<file path="config.mk">
export PLATFORM = sky130hd
export DESIGN_NAME = counter_monitor
export DESIGN_NICKNAME = d
export VERILOG_FILES = /design/src/rtl/counter_monitor.sv
export SDC_FILE = /design/constraint.sdc
export NUM_CORES = 1
export LEC_CHECK = 0
export BUFFER_PORTS_ARGS = -buffer_cell sky130_fd_sc_hd__buf_2
export CAP_MARGIN = 20
export CORE_ASPECT_RATIO = 0.9
export CORE_MARGIN = 4
export CORE_UTILIZATION = 30
export DETAILED_ROUTE_END_ITERATION = 8
export PLACE_DENSITY = 0.53
export SETUP_SLACK_MARGIN = 0.15
export SYNTH_ARGS = -nofsm -noshare
export SYNTH_HDL_FRONTEND = slang
export SYNTH_SLANG_ARGS = --single-unit
</file>
<file path="constraint.sdc">
create_clock -name clk -period 1.7 [get_ports clk]
set_clock_uncertainty 0.15 [all_clocks]
set_input_delay 0.17 -clock clk [delete_from_list [all_inputs] [get_ports clk]]
set_output_delay 0.17 -clock clk [all_outputs]
set_load 0.02 [all_outputs]
</file>
<file path="src/rtl/counter_monitor.sv">
// Passive checker for the 4-bit universal counter: predicts the next count, flags mismatches,
// tallies errors and latches FAULT. Define MON_TC_EN to build the terminal-count (wrap) detector.
module counter_monitor #(
   parameter int unsigned BCD_MAX   = 9,
   parameter int unsigned ERR_LIMIT = 3,
   parameter int unsigned ECW       = 8
) (
   input  logic           clk,
   input  logic           rst_n,
   input  logic           clear,
   input  logic           pause,
   input  logic           mode,
   input  logic           incr,
   input  logic [3:0]     count,
   output logic           locked,
   output logic           err,
   output logic [ECW-1:0] err_cnt,
   output logic           fault,
   output logic           tc
);

   typedef enum logic [1:0] {
      UNLOCKED = 2'd0,
      LOCKED   = 2'd1,
      FAULT    = 2'd2
   } state_t;

   localparam logic [3:0] BCD_TOP = 4'(BCD_MAX);
   localparam logic [3:0] CEC_LIM = 4'(ERR_LIMIT);

   // Next value the counter should present, given its current output and controls.
   function automatic logic [3:0] predict(input logic [3:0] c,
                                          input logic       clr,
                                          input logic       pse,
                                          input logic       md,
                                          input logic       inc);
      if (clr)
         return 4'd0;
      else if (pse)
         return c;
      else if (!md)
         return inc ? c + 4'd1 : c - 4'd1;
      else if (inc)
         return (c >= BCD_TOP) ? 4'd0 : c + 4'd1;
      else
         return ((c == 4'd0) || (c > BCD_TOP)) ? BCD_TOP : c - 4'd1;
   endfunction

   state_t         state_q, state_d;
   logic [3:0]     exp_q;
   logic [3:0]     cec_q, cec_d;
   logic [ECW-1:0] err_cnt_q, err_cnt_d;
   logic           err_q, err_d;
   logic           prev_mode;
   logic           miss;

   // NOTE: every register below uses non-blocking assignment so all state updates
   // see the pre-edge values, independent of statement order.
   always_ff @(posedge clk or negedge rst_n) begin
      if (!rst_n) begin
         state_q   <= UNLOCKED;
         exp_q     <= 4'd0;
         cec_q     <= 4'd0;
         err_cnt_q <= '0;
         err_q     <= 1'b0;
         prev_mode <= 1'b0;
      end else begin
         state_q   <= state_d;
         exp_q     <= predict(count, clear, pause, mode, incr);
         cec_q     <= cec_d;
         err_cnt_q <= err_cnt_d;
         err_q     <= err_d;
         prev_mode <= mode;
      end
   end

   // NOTE: every output of this block gets a default first so no path infers a latch.
   always_comb begin
      state_d   = state_q;
      cec_d     = cec_q;
      err_cnt_d = err_cnt_q;
      err_d     = 1'b0;
      miss      = (count != exp_q) || (prev_mode && (count > BCD_TOP));

      unique case (state_q)
         UNLOCKED: state_d = LOCKED;

         LOCKED: begin
            err_d = miss;
            // A sampled clear wipes the tally even when this edge's comparison fails.
            if (clear) begin
               cec_d     = 4'd0;
               err_cnt_d = '0;
            end else if (miss) begin
               if (err_cnt_q != '1)
                  err_cnt_d = err_cnt_q + ECW'(1);
               cec_d = cec_q + 4'd1;
               if ((cec_q + 4'd1) >= CEC_LIM)
                  state_d = FAULT;
            end else begin
               cec_d = 4'd0;
            end
         end

         FAULT: begin
            if (clear) begin
               state_d   = LOCKED;
               cec_d     = 4'd0;
               err_cnt_d = '0;
            end
         end

         default: state_d = UNLOCKED;
      endcase
   end

   assign locked  = (state_q == LOCKED);
   assign fault   = (state_q == FAULT);
   assign err     = err_q;
   assign err_cnt = err_cnt_q;

`ifdef MON_TC_EN
   logic [3:0] prev_count;
   logic       prev_clear;
   logic       prev_pause;
   logic       prev_incr;
   logic [3:0] wrap_top;
   logic       wrap;
   logic       tc_q;

   always_ff @(posedge clk or negedge rst_n) begin
      if (!rst_n) begin
         prev_count <= 4'd0;
         prev_clear <= 1'b0;
         prev_pause <= 1'b0;
         prev_incr  <= 1'b0;
         tc_q       <= 1'b0;
      end else begin
         prev_count <= count;
         prev_clear <= clear;
         prev_pause <= pause;
         prev_incr  <= incr;
         tc_q       <= (state_q == LOCKED) && wrap;
      end
   end

   // Only a counted step in the sampled direction is a wrap; a clear to zero is not.
   always_comb begin
      wrap_top = prev_mode ? BCD_TOP : 4'hF;
      wrap     = 1'b0;
      if (!prev_clear && !prev_pause) begin
         if (prev_incr)
            wrap = (prev_count == wrap_top) && (count == 4'd0);
         else
            wrap = (prev_count == 4'd0) && (count == wrap_top);
      end
   end

   assign tc = tc_q;
`else
   assign tc = 1'b0;
`endif

endmodule
</file>
After elaboration in Yosys (flattened, before gate mapping)
Cells that the tools add are included. W data, S select, Z words.

$add $sub $neg: 4. Magnitude comparators: 3. Eq/ne operators: 10. Multiplexer cells: 22. Reductions and logical operators: 9.

Operators by type and width (count): $mux W4 (10); $mux W8 (4); $pmux W8 S2 (1); $add A4 B1 Y4 const B (2); $add A8 B1 Y8 const B (1); $mux W2 (4); $ne A8 B8 Y1 const B (1); $pmux W4 S2 (1); $reduce_and A4 Y1 (2); $ne A3 B2 Y1 const B (2); $pmux W2 S3 (1); $ge A4 B2 Y1 const B (1); $ge A4 B4 Y1 const B (1); $gt A4 B4 Y1 const B (1); $logic_not A4 Y1 (1); $ne A2 B1 Y1 const B (2); $ne A2 B2 Y1 const B (2); $ne A4 B4 Y1 (1); $sub A4 B1 Y4 const B (1); $eq A2 B1 Y1 const B (1); $eq A2 B2 Y1 const B (1); $logic_not A2 Y1 (1); $logic_or A1 B1 Y1 (2); $reduce_and A2 Y1 (1); other kinds (3) (3).

Flip-flop bits (word level): 20. Input bits: 10. Output and inout port bits: 12. Word-level logic and storage cells: 54.

Longest topological paths before layout
Gate-level depths: netlist of the first run.

Word-level depth: 7. Mapped depth: 7. Depth with buffers taken out: 7.

Worst setup path before layout of the first run
No wires, ideal clock.

Kind: register -> register. From: register state_q[1]. To: register err_cnt_q[4] (netlist: err_cnt[4]). Library setup time: 134 ps. Data arrival time: 1626 ps. Required time: 1416 ps. Setup slack: -211 ps. Stages on the path, launching flop included: 6. Buffers on the path: 0. Clock period less this slack: 1911 ps. Path through: dfrtp_1 -> nor2b_1 -> a21oi_1 -> a211o_2 -> o21ai_0 -> o31ai_1.

Longest elaborated chain between the ends: 3. Elaborated cells on any way between the ends: 8. Those cells by class: eq/ne (5); mux (1); reduce/logical (2).

Ends and longest elaborated chain: start, declared (RTL line 49) `state_t state_q, state_d;`; start signal, assigned (RTL line 68) `state_q <= state_d;`; $eq A2 B1 Y1 *; named net locked (RTL line 15) `output logic locked,`; $ne A3 B2 Y1 (no line) / $reduce_bool A2 Y1 (equally long branches); $reduce_and A4 Y1 (no line); end signal, assigned (RTL line 71) `err_cnt_q <= err_cnt_d;`; end, declared (RTL line 52) `logic [ECW-1:0] err_cnt_q, err_cnt_d;`.

The timed path passes the listed nets; every way through them passes the cells marked *. A chain may end at the register's enable or synchronous reset.

Worst setup path after layout of the first run
From: register exp_q[1]. To: register err_cnt_q[1] (netlist: err_cnt[1]).

Longest elaborated chain between the ends: 4.

Ends and longest elaborated chain: start, declared (RTL line 50) `logic [3:0] exp_q;`; start signal, assigned (RTL line 69) `exp_q <= predict(count, clear, pause, mode, incr);`; $ne A4 B4 Y1 (RTL line 83) `miss = (count != exp_q) || (prev_mode && (count > BCD_TOP));`; $logic_or A1 B1 Y1 (RTL line 83); $ne A3 B2 Y1 (no line); $reduce_and A4 Y1 (no line).

No other way between the ends.

==> flow_summary_export.csv, run 1 <==
group,metric,value,unit
floorplanning,die_w,77.8,um
layout,diodes,0,
sta,fin_crit_sh,103,%
setup_path,worstSetupPathType,"reg -> reg",
clock_network,clk_latency,0.26,ns
logic_synthesis,synthMuxAreaShare,0,%
detailed_routing,drc,0,
setup_path,crit_slowest_cell,"dfrtp_1",
detailed_routing,vias,1285,
floorplanning,row_count,22,
place,dp_cells,241,
pwr,pwr-share-seq,34.9,%
pwr,irDropWorstVdd,574,uV
place,place_congestion,0.892,
detailed_routing,drtAntennaViolNets,0,
layout,drive_above_1_share,47.6,%
layout,final_cell_mix,"buf_2 (19), buf_4 (19), dfrtp_1 (16)",
layout,layout.cells.non_filler,251,
clock_network,h-tree-depth,1,
pwr,power.leakage,0.862,nW
place,hpwlAfterDp,2660,um
sta,max_freq,0.571,GHz
grt,grt-ovfl-total,0,
grt,grt_pass1_wl,6280,um
layout,final_nets,208,
logic_synthesis,synthDistinctLibCells,46,
sta,setup_viol,4,
pwr,totalPowerFinal,1.95,mW
place,pre_cts_ws,-0.209,ns
setup_path,crit_path_end_kind,"flip-flop",
setup_path,start_kind,"flip-flop",
logic_synthesis,synth-xor-area-share,3.33,%
setup_path,path_delay_family,"flip-flops",
clock_network,clk_pin_slew,0.08,ns
setup_path,path_cells,"xor2_2, nor4_4, buf_6, a2111oi_4, buf_4, a32o_1",
sta,drv_slew,0,
detailed_routing,drtPass1Iterations,4,
pwr,pwr-share-comb,45.7,%
floorplanning,fp.dieH,70.8,um
clock_network,cts_tree,"built",
setup_path,critPathMaxFanout,7,
sta,fin_ws,-0.0524,ns
sta,holdWs,0.0451,ns
detailed_routing,drt_wl_total,3640,um
logic_synthesis,syn_nets,162,
logic_synthesis,synth_compound_area_share,25.1,%
logic_synthesis,synth_edf_count,0,
grt,grt_pass1_vias,1376,
logic_synthesis,yosysTopAreaCell,"dfrtp_1",
logic_synthesis,synth_top_family_by_area,"compound AO/OA/AOI/OAI gates",
floorplanning,ioPinCount,22,
logic_synthesis,netlist.area_leader.share,38.0,%
detailed_routing,routedWlPerCell,14.5,um
sta,hold_violations,0,
logic_synthesis,netlist_area,1320,um^2
sta,rsz0062_at_grt,"true",
logic_synthesis,yosys_register_bits,20,
logic_synthesis,yosysSeqAreaShare,38.0,%
setup_path,path_buf_inv,2,
pwr,p_int,1.19,mW
grt,grt_max_degree,21,
setup_path,cp_slowest_stage_delay,0.40,ns
logic_synthesis,synth-simple-area-share,22.7,%
pwr,power_density,998,nW/um^2
worst_hold_path,worstHoldPathType,"in -> reg",
pwr,p_switching,0.754,mW
clock_network,clockBufferDepth,2,
clock_network,clock_sinks,20,
logic_synthesis,async_reset_ff_share,100,%
floorplanning,dieArea,5510,um^2
logic_synthesis,synthAdderAreaFrac,5.70,%
floorplanning,initial_core_util,31.7,%
clock_network,cts-buffers-inserted,3,
logic_synthesis,synthTopCellsByArea,"dfrtp_1 (38%), ha_1 (5.7%), o21ai_0 (4.9%), nand2_1 (4.3%), xor2_1 (3.3%)",
logic_synthesis,synth-main-ff-cell,"dfrtp_1",
run_status,violations,"negative setup slack",
place,portBuffers,20,
run_status,status,"finished with violations",
pwr,p_sw_share,38.7,%
logic_synthesis,avgSynthCellArea,9.02,um^2
setup_path,crit_arrival,1.75,ns
grt,grt_use_total,14.0,%
clock_network,root_buffer,"clkbuf_8",
sta,fin_setup_tns,-0.109,ns
run,cap_violations,0,
logic_synthesis,synthCells,146,
sta,fin_crit,1.75,ns
logic_synthesis,ys_warn_count,0,
detailed_routing,drt_iter0_drc,46,
grt,antenna_found_initial,0,
pwr,clkPwrFrac,19.4,%
layout,area_delta_synth_final,48.2,%
setup_path,worst_ep_required_time,1.70,ns
floorplanning,coreArea,4160,um^2
detailed_routing,vias_per_cell,5.12,
==> path summary, 6_finish.rpt <==
check | start | to | slack (ns) | cells past startpoint
max in group asynchronous | rst_n | cec_q[1] | 0.81 | 2
worst min-delay path | pause | exp_q[1] | 0.05 | 2
min in group asynchronous | rst_n | err_cnt[4] | 0.24 | 2
worst max-delay path | exp_q[1] | err_cnt[1] | -0.05 | 6
worst min register to register | state_q[0] | state_q[0] | 0.38 | 1
worst max register to register | exp_q[1] | err_cnt[1] | -0.05 | 6
==> metrics by stage <==
stage / util [%] / instance area, um^2
floorplan: - / 1400
finish: 46.9 / 1950
detailed placement: 41.1 / 1710
CTS: 44.9 / 1870
global route: 46.9 / 1950
global placement: 41.1 / 1710
==> flip-flops by register name (all words and copies together) (netlist names) <==
register / count
exp_q: 4
err: 1
cec_q: 4
err_cnt: 8
prev_mode: 1
state_q: 2
==> power groups by stage <==
stage / clock network [mW] / logic (mW) / registers [mW]
after floorplan: 0 / 0.428 / 0.714
after global placement: 0 / 0.733 / 0.668
after detailed placement: 0 / 0.742 / 0.679
after CTS: 0.388 / 0.826 / 0.675
after global routing: 0.406 / 0.967 / 0.699
final: 0.377 / 0.890 / 0.680
==> cell usage after synthesis, types with 3 or more instances <==
cell	instances
dfrtp_1	20
nand2_1	15
o21ai_0	13
inv_1	9
nand3_1	8
a21oi_1	7
ha_1	6
nor2_1	6
a31oi_1	5
xor2_1	5
and3_1	4
buf_4	3
==> kinds of logic (layout without fill, tap and decap cells) <==
logic type | Yosys count | in the layout
buf+inv | 14 | 59
compound gates | 47 | 47
simple gates | 53 | 53
other cells | 1 | 1
flops | 20 | 20
fa+ha+maj | 6 | 6
xor+xnor | 5 | 5
==> routing by layer <==
layer | track usage, % | up-vias | wire length, um
met4 | 5.53 | 0 | 53
li1 | - | 623 | -
met5 | 0 | - | 0
met3 | 2.80 | 6 | 101
met1 | 18.3 | 637 | 1760
met2 | 22.7 | 19 | 1720
==> layout make-up <==
cell class,count,area (um^2)
Fill cell,401,2210
Multi-Input combinational cell,112,951
Sequential cell,20,505
Timing Repair Buffer,46,330
Tap cell,60,75.1
Clock buffer,4,55.1
Inverter,9,33.8
==> repair_timing <==
item,in CTS,in global routing
pin swaps,10,6
endpoints found under the hold margin,21,0
setup buffers,3,1
gates resized for setup,16,18
hold buffers,2,0
setup endpoints to repair,14,19
No activity file was read; power rests on OpenSTA's default activity.
==> run 2, diff against run 1 <==
--- a/constraint.sdc
+++ b/constraint.sdc
@@ -4,2 +4,2 @@
 set_output_delay 0.17 -clock clk [all_outputs]
-set_load 0.02 [all_outputs]
+set_load 0.005 [all_outputs]
==> run 2 against run 1 <==
The run still ends with negative setup slack left; final cell count shrank 0.80%; maximum frequency grew 0.48%; register-to-register slack is essentially flat; core utilization shrank 1.2 points; setup slack gained 0.0083 ns; design area shrank 2.5%; die area is the same.
==> flow_summary_export.csv, run 2 (same netlist as run 1, synthesis figures left out) <==
group,metric,value,unit
pwr,irDropWorstVdd,538,uV
layout,area_delta_synth_final,44.5,%
clock_network,cts-buffers-inserted,3,
pwr,power.leakage,0.850,nW
layout,multi_input_comb_area,941,um^2
floorplanning,ioPinCount,22,
layout,final_nets,207,
sta,fin_setup_tns,-0.0680,ns
detailed_routing,drt_wl_total,3650,um
detailed_routing,wl_met1,1700,um
setup_path,critPathMaxFanout,7,
layout,largest_reg_flops,8,
layout,seq_area,500,um^2
layout,diodes,0,
setup_path,crit_arrival,1.74,ns
sta,rsz0062_at_grt,"true",
sta,max_freq,0.573,GHz
run_status,violations,"negative setup slack",
sta,fin_ws,-0.0441,ns
layout,final_util,45.8,%
floorplanning,die_w,77.8,um
grt,grt_pass1_wl,6090,um
floorplanning,dieArea,5510,um^2
clock_network,clock_sinks,20,
place,pre_cts_ws,-0.192,ns
run,cap_violations,0,
setup_path,crit_path_end_kind,"flip-flop",
run_status,status,"finished with violations",
floorplanning,initial_core_util,31.7,%
grt,grt-ovfl-total,0,
worst_hold_path,worstHoldPathType,"in -> reg",
clock_network,cts_tree,"built",
detailed_routing,drc,0,
place,place_congestion,0.931,
setup_path,worst_ep_required_time,1.70,ns
detailed_routing,drt_iter0_drc,46,
layout,fill_cells,418,
place,hpwlAfterDp,2620,um
grt,grt_max_degree,21,
detailed_routing,wl_met2,1760,um
detailed_routing,routedWlPerCell,14.6,um
detailed_routing,top_layer_used,"met4",
sta,fin_crit,1.74,ns
detailed_routing,vias_per_cell,5.16,
layout,drive_above_1_share,43.9,%
sta,drv_slew,0,
floorplanning,coreArea,4160,um^2
floorplanning,fp.dieH,70.8,um
grt,antenna_found_initial,0,
grt,grt_pass1_vias,1310,
sta,fin_crit_sh,103,%
setup_path,worstSetupPathType,"reg -> reg",
pwr,totalPowerFinal,1.79,mW
detailed_routing,drtAntennaViolNets,0,
layout,final_cell_mix,"buf_4 (21), dfrtp_1 (20), buf_2 (18)",
detailed_routing,vias,1284,
clock_network,root_buffer,"clkbuf_8",
detailed_routing,drtPass1Iterations,4,
setup_path,start_kind,"flip-flop",
detailed_routing,wl_met3,148,um
layout,final_common_cell,"buf_4",
sta,setup_viol,2,
clock_network,h-tree-depth,1,
clock_network,clk_pin_slew,0.07,ns
clock_network,clockBufferDepth,2,
grt,grt_use_total,13.6,%
pwr,power_density,940,nW/um^2
floorplanning,row_count,22,
place,portBuffers,20,
sta,hold_violations,0,
clock_network,clk_latency,0.25,ns
run 2: repair_timing:
action | 4_1_cts | 5_1_grt
setup buffers | 1 | 0
resized for setup | 18 | 18
setup endpoints to repair | 18 | 18
endpoints found under the hold margin | 21 | 0
pin swaps | 12 | 12
hold buffers | 2 | 0
run 2: path summary, 6_finish.rpt:
| check | start | end | slack, ns | cells after the start |
|---|---|---|---|---|
| setup / recovery | exp_q[2] | err_cnt[1] | -0.04 | 6 |
| hold reg to reg | state_q[0] | state_q[0] | 0.37 | 1 |
| max in group asynchronous | rst_n | exp_q[1] | 0.82 | 2 |
| hold / removal | pause | exp_q[1] | 0.05 | 2 |
| min in group asynchronous | rst_n | err | 0.26 | 2 |
| setup reg to reg | exp_q[2] | err_cnt[1] | -0.04 | 6 |
run 2: final cells by class:
type                    instances  area share (%)
inverters                       9            2.04
well taps                      60            3.95
repair buffers                 45            16.1
multi-input cells             112            49.5
clock buffers                   3            2.17
flip-flops and latches         20            26.3
run 2: where the power goes:
| part | internal [mW] | leakage, nW | switching [mW] |
|---|---|---|---|
| clock | 0.158 | 0.0216 | 0.148 |
| sequential | 0.567 | 0.260 | 0.0789 |
| combinational | 0.406 | 0.568 | 0.431 |
| total | 1.13 | 0.850 | 0.657 |
run 2: routing by layer:
metal | up-vias | GRT usage [%]
met5 | - | 0
met1 | 630 | 17.2
met4 | 0 | 4.55
met3 | 6 | 3.05
li1 | 622 | -
met2 | 26 | 22.7
run 2: through the flow:
| stage | hold slack (ns) | std cells | area (um^2) |
|---|---|---|---|
| after floorplan | -0.276 | 146 | 1370 |
| after global placement | 0.00728 | 243 | 1680 |
| after detailed placement | 0.00576 | 243 | 1680 |
| after CTS | 0.0422 | 249 | 1830 |
| after global routing | 0.0845 | 249 | 1900 |
| final | 0.0516 | 249 | 1900 |
run 2: critical path, stage by stage (launching register included):
cell and delay [ns]:
dfrtp_1 0.39, xor2_2 0.17, nor4_4 0.30, buf_6 0.17
a2111oi_4 0.07, buf_6 0.15, a32o_2 0.23
